<file path="src/rtl/gpr_pkg.sv">
// Shared definitions for the GPR writeback path: widths, zero register,
// round-robin state encoding and the buffered writeback entry layout.
package gpr_pkg;

  localparam int unsigned DATA_W   = 32;
  localparam int unsigned REG_AW   = 5;
  localparam int unsigned NUM_REGS = 32;
  // Wide enough to hold a count of up to 4 entries.
  localparam int unsigned CNT_W    = 3;

  localparam logic [REG_AW-1:0] ZERO_REG = '0;

  typedef enum logic {
    LAST_ALU = 1'b0,
    LAST_MEM = 1'b1
  } rr_state_t;

  // 37-bit buffer entry: destination register + data.
  typedef struct packed {
    logic [REG_AW-1:0] rw;
    logic [DATA_W-1:0] data;
  } wb_entry_t;

  // One-hot of a destination register; the zero register maps to no bit.
  function automatic logic [NUM_REGS-1:0] reg_onehot(input logic [REG_AW-1:0] rw);
    reg_onehot = '0;
    if (rw != ZERO_REG) reg_onehot[rw] = 1'b1;
  endfunction

endpackage

</file>
<file path="src/rtl/wb_fifo.sv">
// Per-requester writeback buffer.
// Ports:
//   clk, reset      - clock, asynchronous active-low reset
//   push/push_entry - write an entry (caller guarantees not full)
//   pop             - drop the head (caller guarantees head_valid)
//   count           - registered occupancy
//   head_valid      - head may be granted this cycle
//   head            - oldest entry
//   pend            - one-hot OR of valid entries' rw (GPR_WB_SCOREBOARD_EN only)
// Optional feature macro: GPR_WB_SCOREBOARD_EN.
module wb_fifo
  import gpr_pkg::*;
#(
  parameter int unsigned FIFO_DEPTH = 2
) (
  input  logic             clk,
  input  logic             reset,
  input  logic             push,
  input  wb_entry_t        push_entry,
  input  logic             pop,
  output logic [CNT_W-1:0] count,
  output logic             head_valid,
  output wb_entry_t        head
`ifdef GPR_WB_SCOREBOARD_EN
  ,
  output logic [NUM_REGS-1:0] pend
`endif
);

  // Legal depths are powers of two, so pointer overflow is the modulo wrap.
  localparam int unsigned PTR_W = $clog2(FIFO_DEPTH);

  wb_entry_t        r_mem [FIFO_DEPTH];
  logic [PTR_W-1:0] r_wptr;
  logic [PTR_W-1:0] r_rptr;
  logic [CNT_W-1:0] r_count;
  logic             r_just_pushed;

  // Pointers, occupancy and last-edge push flag.
  always_ff @(posedge clk or negedge reset) begin
    if (!reset) begin
      r_wptr        <= '0;
      r_rptr        <= '0;
      r_count       <= '0;
      r_just_pushed <= 1'b0;
    end else begin
      if (push) r_wptr <= r_wptr + PTR_W'(1);
      if (pop)  r_rptr <= r_rptr + PTR_W'(1);
      case ({push, pop})
        2'b10:   r_count <= r_count + CNT_W'(1);
        2'b01:   r_count <= r_count - CNT_W'(1);
        default: r_count <= r_count;
      endcase
      r_just_pushed <= push;
    end
  end

  // Entry storage; validity is carried by the pointers so no reset is needed.
  always_ff @(posedge clk) begin
    if (push) r_mem[r_wptr] <= push_entry;
  end

  assign count = r_count;
  assign head  = r_mem[r_rptr];

  // An entry written on the previous edge settles for one cycle before it can
  // be granted; only matters when it is the sole entry.
  assign head_valid = (r_count != '0) && !((r_count == CNT_W'(1)) && r_just_pushed);

`ifdef GPR_WB_SCOREBOARD_EN
  logic [PTR_W-1:0] w_off;

  // Slot i is valid when its distance from the read pointer is below count.
  always_comb begin
    pend  = '0;
    w_off = '0;
    for (int unsigned i = 0; i < FIFO_DEPTH; i++) begin
      w_off = PTR_W'(i) - r_rptr;
      if (CNT_W'(w_off) < r_count) pend = pend | reg_onehot(r_mem[i].rw);
    end
  end
`endif

endmodule

</file>
<file path="src/rtl/gpr_wb_arbiter.sv">
// Two-requester register-file writeback arbiter (ALU/jal and load paths).
// Each requester has its own FIFO; one head is granted per cycle, ties are
// broken round-robin, and the granted entry is registered onto the write port.
// Ports:
//   clk, reset                 - clock, asynchronous active-low reset
//   alu_req/alu_rw/alu_data    - ALU writeback request; alu_rdy = can accept
//   mem_req/mem_rw/mem_data    - load writeback request; mem_rdy = can accept
//   regWr/Rw/busW              - register-file write port (registered)
//   pend_mask                  - bit i set while a write to register i is buffered
// Optional feature macro: GPR_WB_SCOREBOARD_EN (drives pend_mask; else tied 0).
module gpr_wb_arbiter
  import gpr_pkg::*;
#(
  parameter int unsigned FIFO_DEPTH = 2
) (
  input  logic                clk,
  input  logic                reset,
  input  logic                alu_req,
  input  logic [REG_AW-1:0]   alu_rw,
  input  logic [DATA_W-1:0]   alu_data,
  output logic                alu_rdy,
  input  logic                mem_req,
  input  logic [REG_AW-1:0]   mem_rw,
  input  logic [DATA_W-1:0]   mem_data,
  output logic                mem_rdy,
  output logic                regWr,
  output logic [REG_AW-1:0]   Rw,
  output logic [DATA_W-1:0]   busW,
  output logic [NUM_REGS-1:0] pend_mask
);

  logic [CNT_W-1:0] w_alu_count;
  logic [CNT_W-1:0] w_mem_count;
  logic             w_alu_valid;
  logic             w_mem_valid;
  wb_entry_t        w_alu_head;
  wb_entry_t        w_mem_head;
  wb_entry_t        w_alu_in;
  wb_entry_t        w_mem_in;
  logic             w_alu_push;
  logic             w_mem_push;
  logic             w_gnt_alu;
  logic             w_gnt_mem;
  wb_entry_t        w_gnt_entry;
  rr_state_t        r_state;
  rr_state_t        w_state_nxt;

  // Ready comes from registered occupancy only; held low while in reset.
  assign alu_rdy = reset & (w_alu_count < CNT_W'(FIFO_DEPTH));
  assign mem_rdy = reset & (w_mem_count < CNT_W'(FIFO_DEPTH));

  assign w_alu_push = alu_req & alu_rdy;
  assign w_mem_push = mem_req & mem_rdy;
  assign w_alu_in   = {alu_rw, alu_data};
  assign w_mem_in   = {mem_rw, mem_data};

`ifdef GPR_WB_SCOREBOARD_EN
  logic [NUM_REGS-1:0] w_alu_pend;
  logic [NUM_REGS-1:0] w_mem_pend;
`endif

  wb_fifo #(.FIFO_DEPTH(FIFO_DEPTH)) u_alu_fifo (
    .clk        (clk),
    .reset      (reset),
    .push       (w_alu_push),
    .push_entry (w_alu_in),
    .pop        (w_gnt_alu),
    .count      (w_alu_count),
    .head_valid (w_alu_valid),
    .head       (w_alu_head)
`ifdef GPR_WB_SCOREBOARD_EN
    ,
    .pend       (w_alu_pend)
`endif
  );

  wb_fifo #(.FIFO_DEPTH(FIFO_DEPTH)) u_mem_fifo (
    .clk        (clk),
    .reset      (reset),
    .push       (w_mem_push),
    .push_entry (w_mem_in),
    .pop        (w_gnt_mem),
    .count      (w_mem_count),
    .head_valid (w_mem_valid),
    .head       (w_mem_head)
`ifdef GPR_WB_SCOREBOARD_EN
    ,
    .pend       (w_mem_pend)
`endif
  );

  // Round-robin state register.
  always_ff @(posedge clk or negedge reset) begin
    if (!reset) r_state <= LAST_MEM;
    else        r_state <= w_state_nxt;
  end

  // Grant selection; state moves only when something is granted.
  always_comb begin
    w_state_nxt = r_state;
    w_gnt_alu   = 1'b0;
    w_gnt_mem   = 1'b0;
    if (w_alu_valid && w_mem_valid) begin
      if (r_state == LAST_MEM) w_gnt_alu = 1'b1;
      else                     w_gnt_mem = 1'b1;
    end else if (w_alu_valid) begin
      w_gnt_alu = 1'b1;
    end else if (w_mem_valid) begin
      w_gnt_mem = 1'b1;
    end
    if (w_gnt_alu) w_state_nxt = LAST_ALU;
    if (w_gnt_mem) w_state_nxt = LAST_MEM;
  end

  assign w_gnt_entry = w_gnt_alu ? w_alu_head : w_mem_head;

  // Write port register; zero-register writes are consumed but suppressed.
  always_ff @(posedge clk or negedge reset) begin
    if (!reset) begin
      regWr <= 1'b0;
      Rw    <= '0;
      busW  <= '0;
    end else begin
      regWr <= 1'b0;
      Rw    <= '0;
      busW  <= '0;
      if ((w_gnt_alu || w_gnt_mem) && (w_gnt_entry.rw != ZERO_REG)) begin
        regWr <= 1'b1;
        Rw    <= w_gnt_entry.rw;
        busW  <= w_gnt_entry.data;
      end
    end
  end

`ifdef GPR_WB_SCOREBOARD_EN
  assign pend_mask = w_alu_pend | w_mem_pend;
`else
  assign pend_mask = '0;
`endif

endmodule

</file>
<file path="config.mk">
export PLATFORM = sky130hd
export DESIGN_NAME = gpr_wb_arbiter
export DESIGN_NICKNAME = d
export VERILOG_FILES = /design/src/rtl/gpr_pkg.sv /design/src/rtl/wb_fifo.sv /design/src/rtl/gpr_wb_arbiter.sv
export SDC_FILE = /design/constraint.sdc
export NUM_CORES = 1
export LEC_CHECK = 0
export BUFFER_PORTS_ARGS = -buffer_cell sky130_fd_sc_hd__buf_2
export CORE_MARGIN = 8
export CORE_UTILIZATION = 30
export CTS_BUF_LIST = sky130_fd_sc_hd__clkbuf_8
export DETAILED_ROUTE_END_ITERATION = 16
export SKIP_CTS_REPAIR_TIMING = 1
export SYNTH_ARGS = -nofsm -noshare
export SYNTH_HDL_FRONTEND = slang
export SYNTH_SLANG_ARGS = --single-unit
</file>
<file path="constraint.sdc">
create_clock -name clk -period 5.75 [get_ports clk]
set_clock_uncertainty 0.05 [all_clocks]
set_input_delay 0.575 -clock clk [delete_from_list [all_inputs] [get_ports clk]]
set_output_delay 0.575 -clock clk [all_outputs]
set_load 0.02 [all_outputs]
</file>
==> reports/qor_table.md, run 1 <==
| Item | Value |
|---|---|
| Number of gates on the worst path with buffers counted | 9 |
| Max Buffers Root-to-Sink | 2 |
| Number of distinct library cells after synthesis | 33 |
| Critical path's top delay family | buffers and inverters |
| Time the worst path needs with I/O delays and setup | 2.77 ns |
| Cell area power density | 516 nW/µm² |
| Overall Global Routing Usage | 0.109 |
| Final setup violation count | 0 |
| IO Pins | 150 |
| Internal power | 3140 µW |
| Capture point of the critical path | u_alu_fifo.count[2]$_DFFE_PN0P_ |
| Tcrit/Tclk final | 0.481 |
| Data arrival time of the critical path | 3.06 ns |
| Critical Setup Path Class | register to register |
| Slowest cell on the critical path | buf_4 |
| Synth async-reset ratio | 0.256 |
| Count of flip-flops with a built-in enable after synthesis | 148 |
| Metal2 WL | 8510 µm |
| HPWL after detailed placement | 12,500 µm |
| Number of global-route vias before repair | 4,431 |
| Sequential element share of the synthesized area | 0.701 |
| Total congestion overflow after global routing | 0 |
| Peak supply drop | 0.000243 V |
| Setup repair after global routing missed its margin | false |
| Switching power as a share of total power | 0.352 |
| Delay of the slowest critical-path stage | 0.51 ns |
| Post-route cell area | 9420 µm² |
| Cell count after synthesis | 468 |
| DR vias | 4,137 |
| Initial Utilization | 0.304 |
| Horizontal die dimension | 181 µm |
| Wire length on met1 | 8230 µm |
| Data required time at the worst endpoint | 6.04 ns |
| Prevailing post-synth register cell | edfxtp_1 |
| Overall routed net length | 18,000 µm |
| Sum of met3 wire segment lengths after detailed routing | 1040 µm |
| Kind of path behind the tightest hold check | primary input to async pin |
| Number of cells in the design after placement | 910 |
| Layout Nets | 676 |
| Critical path buffers and inverters | 2 |
| Share of total power in sequential cells | 0.417 |
| CTS Buf Count | 17 |
| Die area | 32,700 µm² |
| Headroom to the max-slew limit | 0.306 |
| Number of levels the H-tree was split into | 4 |
| Warnings from Yosys | 0 |
| F_max | 361 MHz |
| Highest routed layer | met5 |
| Number of synthesized register bits | 199 |
| Number of cells in the finished layout apart from fillers | 943 |
| Final Hold Vio Count | 0 |
| Outcome | finished clean |
| Chip height | 181 µm |
| Instance area after placement | 8980 µm² |
| Initial antenna violation count | 2 |
| Worst-path clk slew | 0.10 ns |
| Setup TNS Final | 0 ns |
| Remaining antenna violation count after routing | 0 |
| Maximum capacitance violations | 0 |
| Clock tree from TritonCTS | done |
| Weighted congestion at the end of routability-driven global placement | 0.682 |
| Average wire per cell in the routed design | 19.0 µm |
| DRC viols | 0 |
| Layout cells sized above 1 | 0.376 |
| Source of the worst register-to-register timing path | u_alu_fifo.count[1]$_DFFE_PN0P_ |
| Crit. End Element | register |
| First-pass GRT wire length | 26,800 µm |
| Pre-Repair DR Iteration Count | 6 |
| Largest driver fanout on the critical path | 34 |
| Part of the power in the clock network | 0.197 |
| Slew at the pin closest to its max-slew limit | 1.04 ns |
| R2r worst-path depth | 9 |
| Root buffer cell | clkbuf_8 |
| Initial detailed-routing violation count | 194 |
| Leakage | 0.00367 µW |
| Startpoint type of the worst setup path | register |
| Vias per Instance | 4.39 |
| Mean Syn Cell Area | 17.4 µm² |
| Gate power share | 0.386 |
| Largest net degree at the start of global routing | 54 |
| Final count of pins violating max slew | 0 |
| Setup crit start | u_alu_fifo.count[1]$_DFFE_PN0P_ |
| Post-synth design cell area | 8160 µm² |
| Clock Sink Count | 199 |
| Register-to-register setup slack | 2.98 ns |
| Most used cell along the critical path | ha_1 |
| Port bufs | 117 |
| Placeable core area | 26,900 µm² |
| Cell-by-cell listing of the critical path | inv_1 > ha_1 > a21oi_2 > a2bb2oi_4 > buf_4 > ha_1 > mux2i_1 > nor2_1 > xor2_1 |
| Area delta synth->final | 15.3% |
| Row count | 60 |
| Clock network latency to the later pin of the worst-skew pair | 0.46 ns |
| Worst R2R End | u_alu_fifo.count[2]$_DFFE_PN0P_ |
| Switching power | 1710 µW |
-- registers in the layout (all words and copies together), names as in the netlist, 3 cells and up --
name	count
busW	32
Rw	5
u_alu_fifo.r_mem	74
u_mem_fifo.count	3
u_mem_fifo.r_mem	74
u_alu_fifo.count	3
-- cells in the mapped netlist (4+ instances only) --
cell | number | area share
a211oi_1 | 11 | 0.010
a211oi_2 | 29 | 0.044
buf_2 | 11 | 0.0067
buf_4 | 37 | 0.034
buf_6 | 6 | 0.0083
dfrtp_1 | 50 | 0.15
edfxtp_1 | 148 | 0.54
ha_1 | 10 | 0.015
inv_1 | 7 | 0.0032
mux2_2 | 32 | 0.044
mux2i_1 | 72 | 0.088
nand2_1 | 4 | 0.0018
nor2_1 | 9 | 0.0041
nor2b_1 | 6 | 0.0046
o21ai_0 | 4 | 0.0025
xnor2_1 | 6 | 0.0064
-- cells in the final DEF (no fill, tap or decap), types with 2 or more instances in the layout --
master and count:
ha_1 10, dfrtp_2 2, nor2b_1 5, o21ai_0 4, mux2i_1 72, inv_1 11, a211oi_1 11, buf_4 8
nor2_4 2, and3_2 2, buf_2 117, a211oi_2 29, edfxtp_1 148, mux2_2 32, xnor2_1 6, bufinv_16 4
a22oi_1 2, dfrtp_1 48, clkbuf_8 19, nor4_1 2, nor2_1 7, nor3_1 2, clkinv_2 3, nand2_1 4
a21oi_1 3, xor2_1 3, conb_1 32
-- power by group through the flow --
stage / Combinational, µW / Clock, µW / Sequential (µW)
2_1_floorplan: 1320 / 0 / 2150
3_3_place_gp: 1890 / 0 / 2060
3_5_place_dp: 1920 / 0 / 2060
4_1_cts: 1930 / 977 / 2030
5_1_grt: 2040 / 1030 / 2050
6_report: 1880 / 958 / 2020
-- metal layers --
metal / up-vias / track usage
met2: 113 / 0.178
met3: 14 / 0.0355
li1: 1938 / -
met4: 2 / 0.0295
met1: 2070 / 0.138
met5: - / 0
-- worst min-delay path by stage --
| stage | startpoint | end | depth (start not counted) |
|---|---|---|---|
| after floorplan | reset | Rw[0]$_DFF_PN0_ | 0 |
| after global placement | r_state$_DFFE_PN1P_ | r_state$_DFFE_PN1P_ | 1 |
| after detailed placement | r_state$_DFFE_PN1P_ | r_state$_DFFE_PN1P_ | 1 |
| after CTS | alu_data[18] | u_alu_fifo.r_mem[0][18]$_DFFE_PP_ | 1 |
| after global routing | alu_data[18] | u_alu_fifo.r_mem[1][18]$_DFFE_PP_ | 1 |
| final | reset | busW[8]$_DFF_PN0_ | 2 |
-- layout make-up --
type	instances	area (µm²)
Clock inverter	13	166
Clock buffer	19	262
Multi-Input combinational cell	238	2160
Timing Repair Buffer	125	646
Tap cell	341	427
Sequential cell	199	5720
Inverter	7	26.3
Antenna cell	1	2.50
Fill cell	2551	17500
-- stage by stage --
step | setup WS [ns] | power [µW] | util | hold WS, ns
4_1_cts | 2.94 | 4930 | 0.350 | 0.205
5_1_grt | 2.75 | 5120 | 0.350 | 0.192
3_3_place_gp | 2.53 | 3950 | 0.334 | 0.437
2_1_floorplan | 2.22 | 3470 | - | 0.229
3_5_place_dp | 2.46 | 3980 | 0.334 | 0.440
6_report | 2.98 | 4860 | 0.350 | 0.200
-- cells by family (layout without fill, tap and decap cells) --
logic type	after synthesis	after routing	synth area share
DFF	199	199	0.701
muxes	106	106	0.135
buffers and inverters	62	164	0.0527
AOI/OAI and AO/OA	51	51	0.0650
and+or+nand+nor	30	30	0.0205
adders and majority gates	10	10	0.0153
xor gates and xnor gates	9	9	0.00966
other	1	33	0.000459
Note: power is estimated with default switching activity, not from simulation.
==> run 2, diff against run 1 <==
- clock period: 5.75 -> 2.8 ns (I/O delays scaled with it)
==> run 2 against run 1 <==
Effect of this change:
- clock power up 91%
- clock-buffer cell count down 1
- critical path type is now primary input to register
- largest cell class unchanged
- sequential share of layout area down 5.1 points
==> reports/qor_table.md, run 2 (synthesized netlist as in run 1, its figures left out) <==
| Item | Value |
|---|---|
| Worst-path clk slew | 0.11 ns |
| Largest driver fanout on the critical path | 24 |
| Util after Layout | 0.382 |
| Cell-by-cell listing of the critical path | dlygate4sd3_1 > buf_2 > nor3b_1 > nand2_1 > nor2_4 > buf_12 |
| Commonest cells after routing, fill and taps aside | edfxtp_1, buf_2, dlygate4sd3_1, mux2i_1, dfrtp_1 |
| Slowest cell on the critical path | nor3b_1 |
| Data required time at the worst endpoint | 2.91 ns |
| Port bufs | 117 |
| Clock network latency to the later pin of the worst-skew pair | 0.46 ns |
| Source of the worst register-to-register timing path | u_alu_fifo.count[2]$_DFFE_PN0P_ |
| CTS Buf Count | 17 |
| Setup crit start | reset |
| Leakage | 0.00403 µW |
| Instance area after placement | 9130 µm² |
| Largest net degree at the start of global routing | 38 |
| Chip height | 181 µm |
| Antenna Diode Count | 0 |
| Registers with the most flip-flops | u_alu_fifo.r_mem x74, u_mem_fifo.r_mem x74, busW x32 |
| Initial detailed-routing violation count | 203 |
| Number of cells in the finished layout apart from fillers | 1,030 |
| Pre-Repair DR Iteration Count | 5 |
| Number of cells in the design after placement | 923 |
| Horizontal die dimension | 181 µm |
| Final count of pins violating max slew | 0 |
| First-pass GRT wire length | 28,100 µm |
| DRC viols | 0 |
| HPWL after detailed placement | 12,500 µm |
| Die area | 32,700 µm² |
| Kind of path behind the tightest hold check | primary input to register |
| DR vias | 4,444 |
| Area delta synth->final | 25.8% |
| Final Hold Vio Count | 0 |
| Startpoint type of the worst setup path | primary input |
| Headroom to the max-slew limit | 0.534 |
| Initial Utilization | 0.304 |
| Capture point of the critical path | u_alu_fifo.r_mem[0][23]$_DFFE_PP_ |
| Data arrival time of the critical path | 2.64 ns |
| Outcome | finished clean |
| Remaining antenna violation count after routing | 0 |
| Maximum capacitance violations | 0 |
| Number of global-route vias before repair | 4,724 |
| Setup slack at placement | 0.327 ns |
| Delay of the slowest critical-path stage | 0.62 ns |
| Number of levels the H-tree was split into | 4 |
| Final setup violation count | 0 |
| Tcrit/Tclk final | 0.905 |
| Count of fill cells added during filler insertion | 2,478 |
| Setup repair after global routing missed its margin | false |
| Post-route cell area | 10,300 µm² |
| F_max | 395 MHz |
| Share of total power in sequential cells | 0.408 |
| IO Pins | 150 |
| Cell area power density | 981 nW/µm² |
| Commonest non-fill, non-tap cell in the layout | edfxtp_1 |
| Final worst slack | 0.266 ns |
| Average wire per cell in the routed design | 18.2 µm |
| Initial antenna violation count | 0 |
| Overall routed net length | 18,800 µm |
| Layout cells sized above 1 | 0.353 |
| Gate power share | 0.411 |
| Critical Setup Path Class | primary input to register |
| Root buffer cell | clkbuf_8 |
| Register-to-register setup slack | 0.39 ns |
| Clock tree from TritonCTS | done |
| Clock Sink Count | 199 |
| Slew at the pin closest to its max-slew limit | 0.698 ns |
| Total congestion overflow after global routing | 0 |
| Weighted congestion at the end of routability-driven global placement | 0.718 |
| Peak supply drop | 0.000548 V |
| Row count | 60 |
| Time the worst path needs with I/O delays and setup | 2.53 ns |
| Part of the power in the clock network | 0.181 |
| Switching power | 3670 µW |
| Internal power | 6400 µW |
| Max Buffers Root-to-Sink | 2 |
| Layout Nets | 764 |
| Origin of the worst min-delay path | mem_req |
| Placeable core area | 26,900 µm² |
| Crit. End Element | register |
| Switching power as a share of total power | 0.364 |
| R2r worst-path depth | 4 |
| Setup TNS Final | 0 ns |
| Vias per Instance | 4.31 |
| Overall Global Routing Usage | 0.113 |
| Worst R2R End | u_alu_fifo.r_mem[0][23]$_DFFE_PP_ |
-- run 2: cell types whose count changed in the layout (fill, tap and decap cells not counted), sizes merged --
cell,delta
dlygate4sd3,+75
inv,+2
buf,+13
clkinv,+3
bufinv,-3
clkbuf,-1
diode,-1
clkinvlp,-1
-- run 2: layout make-up --
| cell class | count | area [µm²] | share of cell area |
|---|---|---|---|
| tap | 341 | 427 | 0.0415 |
| multi-input combinational | 238 | 2160 | 0.211 |
| clock inverter | 14 | 140 | 0.0136 |
| inverter | 7 | 26.3 | 0.00256 |
| sequential | 199 | 5720 | 0.557 |
| timing repair buffer | 213 | 1540 | 0.150 |
| clock buffer | 18 | 248 | 0.0241 |
-- run 2: critical path, delay by kind of cell --
kind	cells	cell delay, ns
simple gates	3	1.30
buf+inv	3	1.04
-- run 2: worst min-delay path by stage --
stage | slack [ns] | cells past startpoint | endpoint
finish | 0.11 | 3 | u_mem_fifo.r_just_pushed$_DFF_PN0_
global route | 0.12 | 3 | u_mem_fifo.r_just_pushed$_DFF_PN0_
CTS | -0.42 | 1 | u_mem_fifo.r_wptr$_DFFE_PN0P_
detailed placement | 0.11 | 1 | u_mem_fifo.r_wptr$_DFFE_PN0P_
global placement | 0.11 | 1 | u_mem_fifo.r_wptr$_DFFE_PN0P_
floorplan | -0.07 | 0 | Rw[0]$_DFF_PN0_
-- run 2: through the flow --
stage / power, µW / hold slack (ns)
6_report: 10100 / 0.110
3_5_place_dp: 8310 / 0.112
2_1_floorplan: 7120 / -0.0656
3_3_place_gp: 8260 / 0.113
4_1_cts: 10200 / -0.417
5_1_grt: 10700 / 0.116
-- run 2: power by group through the flow --
stage	logic [µW]	clock network (µW)	registers (µW)
finish	4140	1830	4100
global route	4500	1990	4170
CTS	4140	1890	4120
detailed placement	4130	0	4180
global placement	4070	0	4190
floorplan	2720	0	4410
-- run 2: per-layer routing --
| metal | vias to the layer above | wire (µm) | GRT usage |
|---|---|---|---|
| li1 | 2124 | - | - |
| met1 | 2187 | 8430 | 0.141 |
| met2 | 122 | 9270 | 0.191 |
| met3 | 11 | 913 | 0.0305 |
| met4 | 0 | 153 | 0.0289 |
| met5 | - | 0 | 0 |
